$ cat src/rtl/lsu_if.sv
// lsu_if: core-side request/response and data-memory port bundle of the load/store unit.
// Revision: 1.0
`default_nettype none

interface lsu_if #(
  parameter int DATA_BITS = 32
);
  logic                 mem_read;
  logic                 mem_write;
  logic [2:0]           funct3;
  logic [DATA_BITS-1:0] address;
  logic [DATA_BITS-1:0] store_data;
  logic [DATA_BITS-1:0] load_data;
  logic                 load_valid;
  logic                 stall;
  logic                 fault;
  logic [DATA_BITS-3:0] dm_address;
  logic [DATA_BITS-1:0] dm_wdata;
  logic                 dm_we;
  logic                 dm_re;
  logic [DATA_BITS-1:0] dm_rdata;

  // Driver side: the execute stage together with the data memory.
  modport master (
    output mem_read, mem_write, funct3, address, store_data, dm_rdata,
    input  load_data, load_valid, stall, fault, dm_address, dm_wdata, dm_we, dm_re
  );

  modport slave (
    input  mem_read, mem_write, funct3, address, store_data, dm_rdata,
    output load_data, load_valid, stall, fault, dm_address, dm_wdata, dm_we, dm_re
  );
endinterface

`default_nettype wire

$ cat src/rtl/load_store_unit.sv
// ============================================================================
// load_store_unit: RV32I sub-word load/store engine over a word-addressed RAM.
// Optional macro LSU_MISALIGN_TRAP_EN: trap misaligned accesses via sticky fault.
// Revision: 1.0
// ============================================================================
`default_nettype none

module load_store_unit #(
  parameter int DATA_BITS = 32
) (
  input  wire logic clk,
  input  wire logic rst,
  lsu_if.slave      bus
);
  typedef enum logic [1:0] {
    S_IDLE      = 2'd0,
    S_LOAD_DATA = 2'd1,
    S_RMW_MERGE = 2'd2
  } state_t;

  state_t               r_state;
  logic [2:0]           r_funct3;
  logic [1:0]           r_lane;
  logic [15:0]          r_store;
  logic [DATA_BITS-1:0] r_load_data;
  logic                 r_load_valid;
  logic                 r_fault;

  logic                 w_req;
  logic                 w_word;
  logic                 w_misalign;
  logic                 w_accept;
  logic [7:0]           w_byte;
  logic [15:0]          w_half;
  logic [DATA_BITS-1:0] w_load_ext;
  logic [DATA_BITS-1:0] w_merged;

  assign w_req  = bus.mem_read | bus.mem_write;
  // Anything other than B/BU/H/HU (including 011/110/111) is a word access.
  assign w_word = bus.funct3[1];

`ifdef LSU_MISALIGN_TRAP_EN
  assign w_misalign = (~bus.funct3[1] & bus.funct3[0] & bus.address[0]) |
                      (w_word & (bus.address[1:0] != 2'b00));
`else
  assign w_misalign = 1'b0;
`endif

  assign w_accept = w_req & ~w_misalign;

  assign w_byte = bus.dm_rdata[{r_lane, 3'b000} +: 8];
  assign w_half = bus.dm_rdata[{r_lane[1], 4'b0000} +: 16];

  always_comb begin
    w_load_ext = bus.dm_rdata;
    w_merged   = bus.dm_rdata;
    case (r_funct3[1:0])
      2'b00: begin
        w_load_ext = {{(DATA_BITS-8){w_byte[7] & ~r_funct3[2]}}, w_byte};
        w_merged[{r_lane, 3'b000} +: 8] = r_store[7:0];
      end
      2'b01: begin
        w_load_ext = {{(DATA_BITS-16){w_half[15] & ~r_funct3[2]}}, w_half};
        w_merged[{r_lane[1], 4'b0000} +: 16] = r_store;
      end
      default: ;
    endcase
  end

  always_comb begin
    bus.dm_we    = 1'b0;
    bus.dm_re    = 1'b0;
    bus.stall    = 1'b0;
    bus.dm_wdata = bus.store_data;
    if (!rst) begin
      case (r_state)
        S_IDLE: begin
          if (w_accept) begin
            if (bus.mem_write && w_word) begin
              bus.dm_we = 1'b1;
            end else begin
              bus.dm_re = 1'b1;
              bus.stall = 1'b1;
            end
          end
        end
        S_LOAD_DATA: bus.stall = 1'b1;
        S_RMW_MERGE: begin
          bus.dm_we    = 1'b1;
          bus.dm_wdata = w_merged;
        end
        default: ;
      endcase
    end
  end

  always_ff @(posedge clk or posedge rst) begin
    if (rst) begin
      r_state      <= S_IDLE;
      r_funct3     <= 3'b000;
      r_lane       <= 2'b00;
      r_store      <= 16'h0000;
      r_load_data  <= '0;
      r_load_valid <= 1'b0;
      r_fault      <= 1'b0;
    end else begin
      r_load_valid <= 1'b0;
      case (r_state)
        S_IDLE: begin
          if (w_req && w_misalign) begin
            r_fault <= 1'b1;
          end
          // Lane/size are captured so the second cycle does not depend on the core.
          if (w_accept) begin
            r_funct3 <= bus.funct3;
            r_lane   <= bus.address[1:0];
            r_store  <= bus.store_data[15:0];
            if (!bus.mem_write) begin
              r_state <= S_LOAD_DATA;
            end else if (!w_word) begin
              r_state <= S_RMW_MERGE;
            end
          end
        end
        S_LOAD_DATA: begin
          r_load_data  <= w_load_ext;
          r_load_valid <= 1'b1;
          r_state      <= S_IDLE;
        end
        S_RMW_MERGE: r_state <= S_IDLE;
        default:     r_state <= S_IDLE;
      endcase
    end
  end

  assign bus.dm_address = bus.address[DATA_BITS-1:2];
  assign bus.load_data  = r_load_data;
  assign bus.load_valid = r_load_valid;
  assign bus.fault      = r_fault;

endmodule

`default_nettype wire

$ cat src/flat_wrapper.sv
// flat-port wrapper written by rule: the top's interface ports become plain ports
module load_store_unit_flat 
#(
  parameter int DATA_BITS = 32
)
  (clk, rst, bus_mem_read, bus_mem_write, bus_funct3, bus_address, bus_store_data, bus_dm_rdata, bus_load_data, bus_load_valid, bus_stall, bus_fault, bus_dm_address, bus_dm_wdata, bus_dm_we, bus_dm_re);
  lsu_if #(.DATA_BITS(DATA_BITS)) bus_i ();
  input  wire logic clk;
  input  wire logic rst;
  input wire logic [$bits(bus_i.mem_read)-1:0] bus_mem_read;
  input wire logic [$bits(bus_i.mem_write)-1:0] bus_mem_write;
  input wire logic [$bits(bus_i.funct3)-1:0] bus_funct3;
  input wire logic [$bits(bus_i.address)-1:0] bus_address;
  input wire logic [$bits(bus_i.store_data)-1:0] bus_store_data;
  input wire logic [$bits(bus_i.dm_rdata)-1:0] bus_dm_rdata;
  output wire logic [$bits(bus_i.load_data)-1:0] bus_load_data;
  output wire logic [$bits(bus_i.load_valid)-1:0] bus_load_valid;
  output wire logic [$bits(bus_i.stall)-1:0] bus_stall;
  output wire logic [$bits(bus_i.fault)-1:0] bus_fault;
  output wire logic [$bits(bus_i.dm_address)-1:0] bus_dm_address;
  output wire logic [$bits(bus_i.dm_wdata)-1:0] bus_dm_wdata;
  output wire logic [$bits(bus_i.dm_we)-1:0] bus_dm_we;
  output wire logic [$bits(bus_i.dm_re)-1:0] bus_dm_re;
  assign bus_i.mem_read = bus_mem_read;
  assign bus_i.mem_write = bus_mem_write;
  assign bus_i.funct3 = bus_funct3;
  assign bus_i.address = bus_address;
  assign bus_i.store_data = bus_store_data;
  assign bus_i.dm_rdata = bus_dm_rdata;
  assign bus_load_data = bus_i.load_data;
  assign bus_load_valid = bus_i.load_valid;
  assign bus_stall = bus_i.stall;
  assign bus_fault = bus_i.fault;
  assign bus_dm_address = bus_i.dm_address;
  assign bus_dm_wdata = bus_i.dm_wdata;
  assign bus_dm_we = bus_i.dm_we;
  assign bus_dm_re = bus_i.dm_re;
  load_store_unit #(.DATA_BITS(DATA_BITS)) u_core (.clk(clk), .rst(rst), .bus(bus_i));
endmodule
$ cat config.mk
export PLATFORM = sky130hd
export DESIGN_NAME = load_store_unit_flat
export DESIGN_NICKNAME = d
export VERILOG_FILES = /design/src/rtl/lsu_if.sv /design/src/rtl/load_store_unit.sv /design/src/flat_wrapper.sv
export SDC_FILE = /design/constraint.sdc
export NUM_CORES = 1
export LEC_CHECK = 0
export ABC_AREA = 0
export CAP_MARGIN = 20
export CELL_PAD_IN_SITES_DETAIL_PLACEMENT = 1
export CELL_PAD_IN_SITES_GLOBAL_PLACEMENT = 2
export CORE_MARGIN = 1.5
export CORE_UTILIZATION = 23
export CTS_CLUSTER_SIZE = 14
export DETAILED_ROUTE_END_ITERATION = 10
export PLACE_DENSITY = 0.86
export SLEW_MARGIN = 20
export SYNTH_ARGS = -nofsm -noshare
export SYNTH_HDL_FRONTEND = slang
export SYNTH_SLANG_ARGS = --single-unit
$ cat constraint.sdc
create_clock -name clk -period 6.56 [get_ports clk]
set_clock_uncertainty 0.15 [all_clocks]
set_input_delay 0.984 -clock clk [delete_from_list [all_inputs] [get_ports clk]]
set_output_delay 0.984 -clock clk [all_outputs]
set_load 0.02 [all_outputs]
==> summary.md <==
| Metric | Value |
|---|---|
| Layout Cells excl Fill | `711` |
| Die width | `129.8 um` |
| Hold Crit Class | `reg -> reg` |
| Buffers & Inverters on Critical Path | `2` |
| Post-CTS sizing | `0` |
| DP Cell Count | `703` |
| WP data arrival | `3.45 ns` |
| CP max stage cell | `clkdlybuf4s50_1` |
| Final hold vios | `0` |
| Met2 WL | `6777 um` |
| YS warnings | `0` |
| Initial core utilization | `23.44%` |
| Antenna diode instance count | `0` |
| Crit path largest cell delay | `0.61 ns` |
| Worst skew pair latency | `0.30 ns` |
| Drt wl/cell | `20.73 um` |
| Post-Syn Area | `0.003697 mm2` |
| Critical Path End | `bus_dm_wdata[23]` |
| Distinct cells, synth | `44` |
| Final Max Slew Viols | `0` |
| Worst r2r src | `u_core.r_lane[1]$_DFFE_PP0P_` |
| Design area | `0.005180 mm2` |
| Leakage | `2.027 nW` |
| Syn_area_per_cell | `9.243 um2` |
| Min Hold Slack | `0.3507 ns` |
| Register bit total from synthesis | `56` |
| Max frequency | `218.0 MHz` |
| Detail Route Antenna Nets | `0` |
| Die area | `0.01685 mm2` |
| WP data required | `5.43 ns` |
| Final Power | `1.367 mW` |
| Largest net degree at the start of global routing | `57` |
| DR vias/cell | `5.048` |
| Fin crit period | `4.587 ns` |
| Max H-tree Level | `2` |
| Outcome | `completed` |
| CTS buffer count | `5` |
| Reg clk slew, reported paths | `0.07 ns` |
| Vias in the first global route | `3733` |
| Power density cells | `263.8 mW/mm2` |
| Cell with the most instances after synthesis | `dfrtp_1` |
| Highest routed layer | `met4` |
| P&R area growth vs syn | `40.10%` |
| Routability cong. | `0.8306` |
| Setup crit start | `rst` |
| Post-route DRC | `0` |
| WL met3 | `912 um` |
| Worst-Margin Slew | `0.8318 ns` |
| Maximum Capacitance Violations | `0` |
| Crit-path max FO | `27` |
| Top delay family on crit path | `simple AND/OR/NAND/NOR gates` |
| Asr flop ratio synth | `100.0%` |
| Vias | `3589` |
| Hold_buf cts | `0` |
| Sequential fraction of the synthesis area | `37.90%` |
| Layout cell share with drive strength beyond 1 | `10.10%` |
| Fin util | `32.85%` |
| Dpl cell area | `0.005029 mm2` |
| # IOs | `202` |
| Dpl hpwl | `11360 um` |
| CTS tree | `yes` |
| DRT Wirelength | `14740 um` |
| Max VDD drop | `102.2 uV` |
| Drt pass-1 iters | `4` |
| Syn nets | `508` |
| PortBufs | `140` |
| CORE AREA | `0.01577 mm2` |
| Post-CTS setup buffer count | `0` |
| Leading cell types by count after synthesis | `dfrtp_1 (56), nand2_1 (37), buf_4 (34)` |
| CTS sink cnt | `56` |
| Share of the synthesized area in the top cell type | `37.90%` |
| Clock root buffer | `clkbuf_16` |
| All-Layer GR Usage | `17.25%` |
| Setup crit start kind | `primary input` |
| Initial drt markers | `173` |
| Synth Flop Type | `dfrtp_1` |
| # setup viols final | `0` |
| Stages on worst setup path | `6` |
| CP Class | `in -> out` |
| Tcrit/Tclk final | `69.93%` |
| Post-place setup slack | `1.969 ns` |
| Relative slew slack | `44.55%` |
| Unrepaired setup endpoints after global routing | `no` |
| Top cells by area, synth | `dfrtp_1 (38%), buf_4 (6.9%), mux2_2 (6.7%)` |
| Flop2flop setup slack | `4.27 ns` |
| First-pass GRT wire length | `21860 um` |
| Critical-path cell list | `clkdlybuf4s50_1 > nor2_1 > nand2_2 > nor2_1 > a221o_1 > clkdlybuf4s50_1` |
| Post-synth EDFFs | `0` |
| Nets | `602` |
| Routed length on met1 | `6841 um` |
| Worst r2r dst | `u_core.bus.load_data[11]$_DFFE_PP0P_` |
| Worst setup margin | `1.973 ns` |
| Largest area contributor in the netlist | `dfrtp_1` |
| Critical Path Sink Type | `output port` |
| Cell Rows | `46` |
| Die Ht | `129.8 um` |
| GRT Residual Overflow | `0` |
| Clk buf depth | `2` |
| TNS Setup | `0 ns` |
| Initial antenna violation count | `0` |
| R2R depth | `4` |
| Post-Synthesis Cells | `400` |
==> final cells by class <==
class,instances,area (um2)
Fill cell,1853,10590
Inverter,5,18.77
Clock buffer,5,125.1
Tap cell,216,270.3
Multi-Input combinational cell,282,1907
Sequential cell,56,1401
Clock inverter,3,26.28
Timing Repair Buffer,144,1431
==> power breakdown <==
| part | internal [mW] | total [mW] | switching (mW) | leakage, nW |
|---|---|---|---|---|
| sequential | 0.428 | 0.508 | 0.0796 | 0.677 |
| combinational | 0.273 | 0.581 | 0.309 | 1.28 |
| clock | 0.145 | 0.278 | 0.133 | 0.0744 |
==> worst reg2reg max path: cells and delay by family (launching register included) <==
kind | cells | cell delay [ns]
simple gates | 2 | 0.70
compound gates | 2 | 0.56
flops | 1 | 0.74
==> registers in the layout, summed over array words and instances, names as in the netlist <==
name,cells
u_core.bus.load_data,32
u_core.r_store,16
u_core.r_funct3,3
u_core.r_lane,2
u_core.r_state,2
u_core.bus.load_valid,1
==> how the worst min path moves through the flow <==
stage	cells after the start	end	slack, ns	from
final	2	u_core.bus.load_data[19]$_DFFE_PP0P_	0.35	u_core.bus.load_data[19]$_DFFE_PP0P_
after global routing	2	u_core.bus.load_data[19]$_DFFE_PP0P_	0.38	u_core.bus.load_data[19]$_DFFE_PP0P_
after CTS	2	u_core.bus.load_data[24]$_DFFE_PP0P_	0.36	u_core.bus.load_data[24]$_DFFE_PP0P_
after detailed placement	2	u_core.bus.load_data[24]$_DFFE_PP0P_	0.34	u_core.bus.load_data[24]$_DFFE_PP0P_
after global placement	2	u_core.bus.load_data[19]$_DFFE_PP0P_	0.34	u_core.bus.load_data[19]$_DFFE_PP0P_
after floorplan	1	u_core.r_funct3[2]$_DFFE_PP0P_	0.33	u_core.r_funct3[2]$_DFFE_PP0P_
==> cell families (layout without fill, tap and decap cells) <==
family / after synthesis / in the layout / share of synthesized area (%)
multiplexers: 28 / 28 / 8.460
adder cells (fa/ha/maj): 5 / 5 / 1.692
flip-flops: 56 / 56 / 37.90
AND/OR/NAND/NOR: 150 / 150 / 21.15
buffers and inverters: 62 / 157 / 10.52
other: 1 / 1 / 0.1014
AO/OA/AOI/OAI: 98 / 98 / 20.17
==> layer usage <==
layer | vias up | global-route usage (%)
li1 | 1616 | -
met1 | 1805 | 23.93
met2 | 149 | 28.45
met3 | 19 | 2.829
met4 | 0 | 3.333
met5 | - | 0
==> cells in the final DEF (no fill, tap or decap), drive strengths merged <==
cell	count
a21oi	19
nor3b	1
nor4	3
clkdlybuf4s50	140
conb	1
inv	6
ha	5
a221oi	15
a32oi	7
nand4b	1
mux2	26
a31oi	9
a221o	16
clkbuf	5
and3b	1
a41oi	1
and2	18
buf	4
or3	1
nor2	34
a21o	2
nand3	32
o21ai	10
nor2b	3
nand2b	8
o211ai	1
a22oi	17
and3	1
clkinv	2
dfrtp	56
a211oi	1
nor3	9
nand2	38
mux2i	2
No activity file was read; power rests on OpenSTA's default activity.
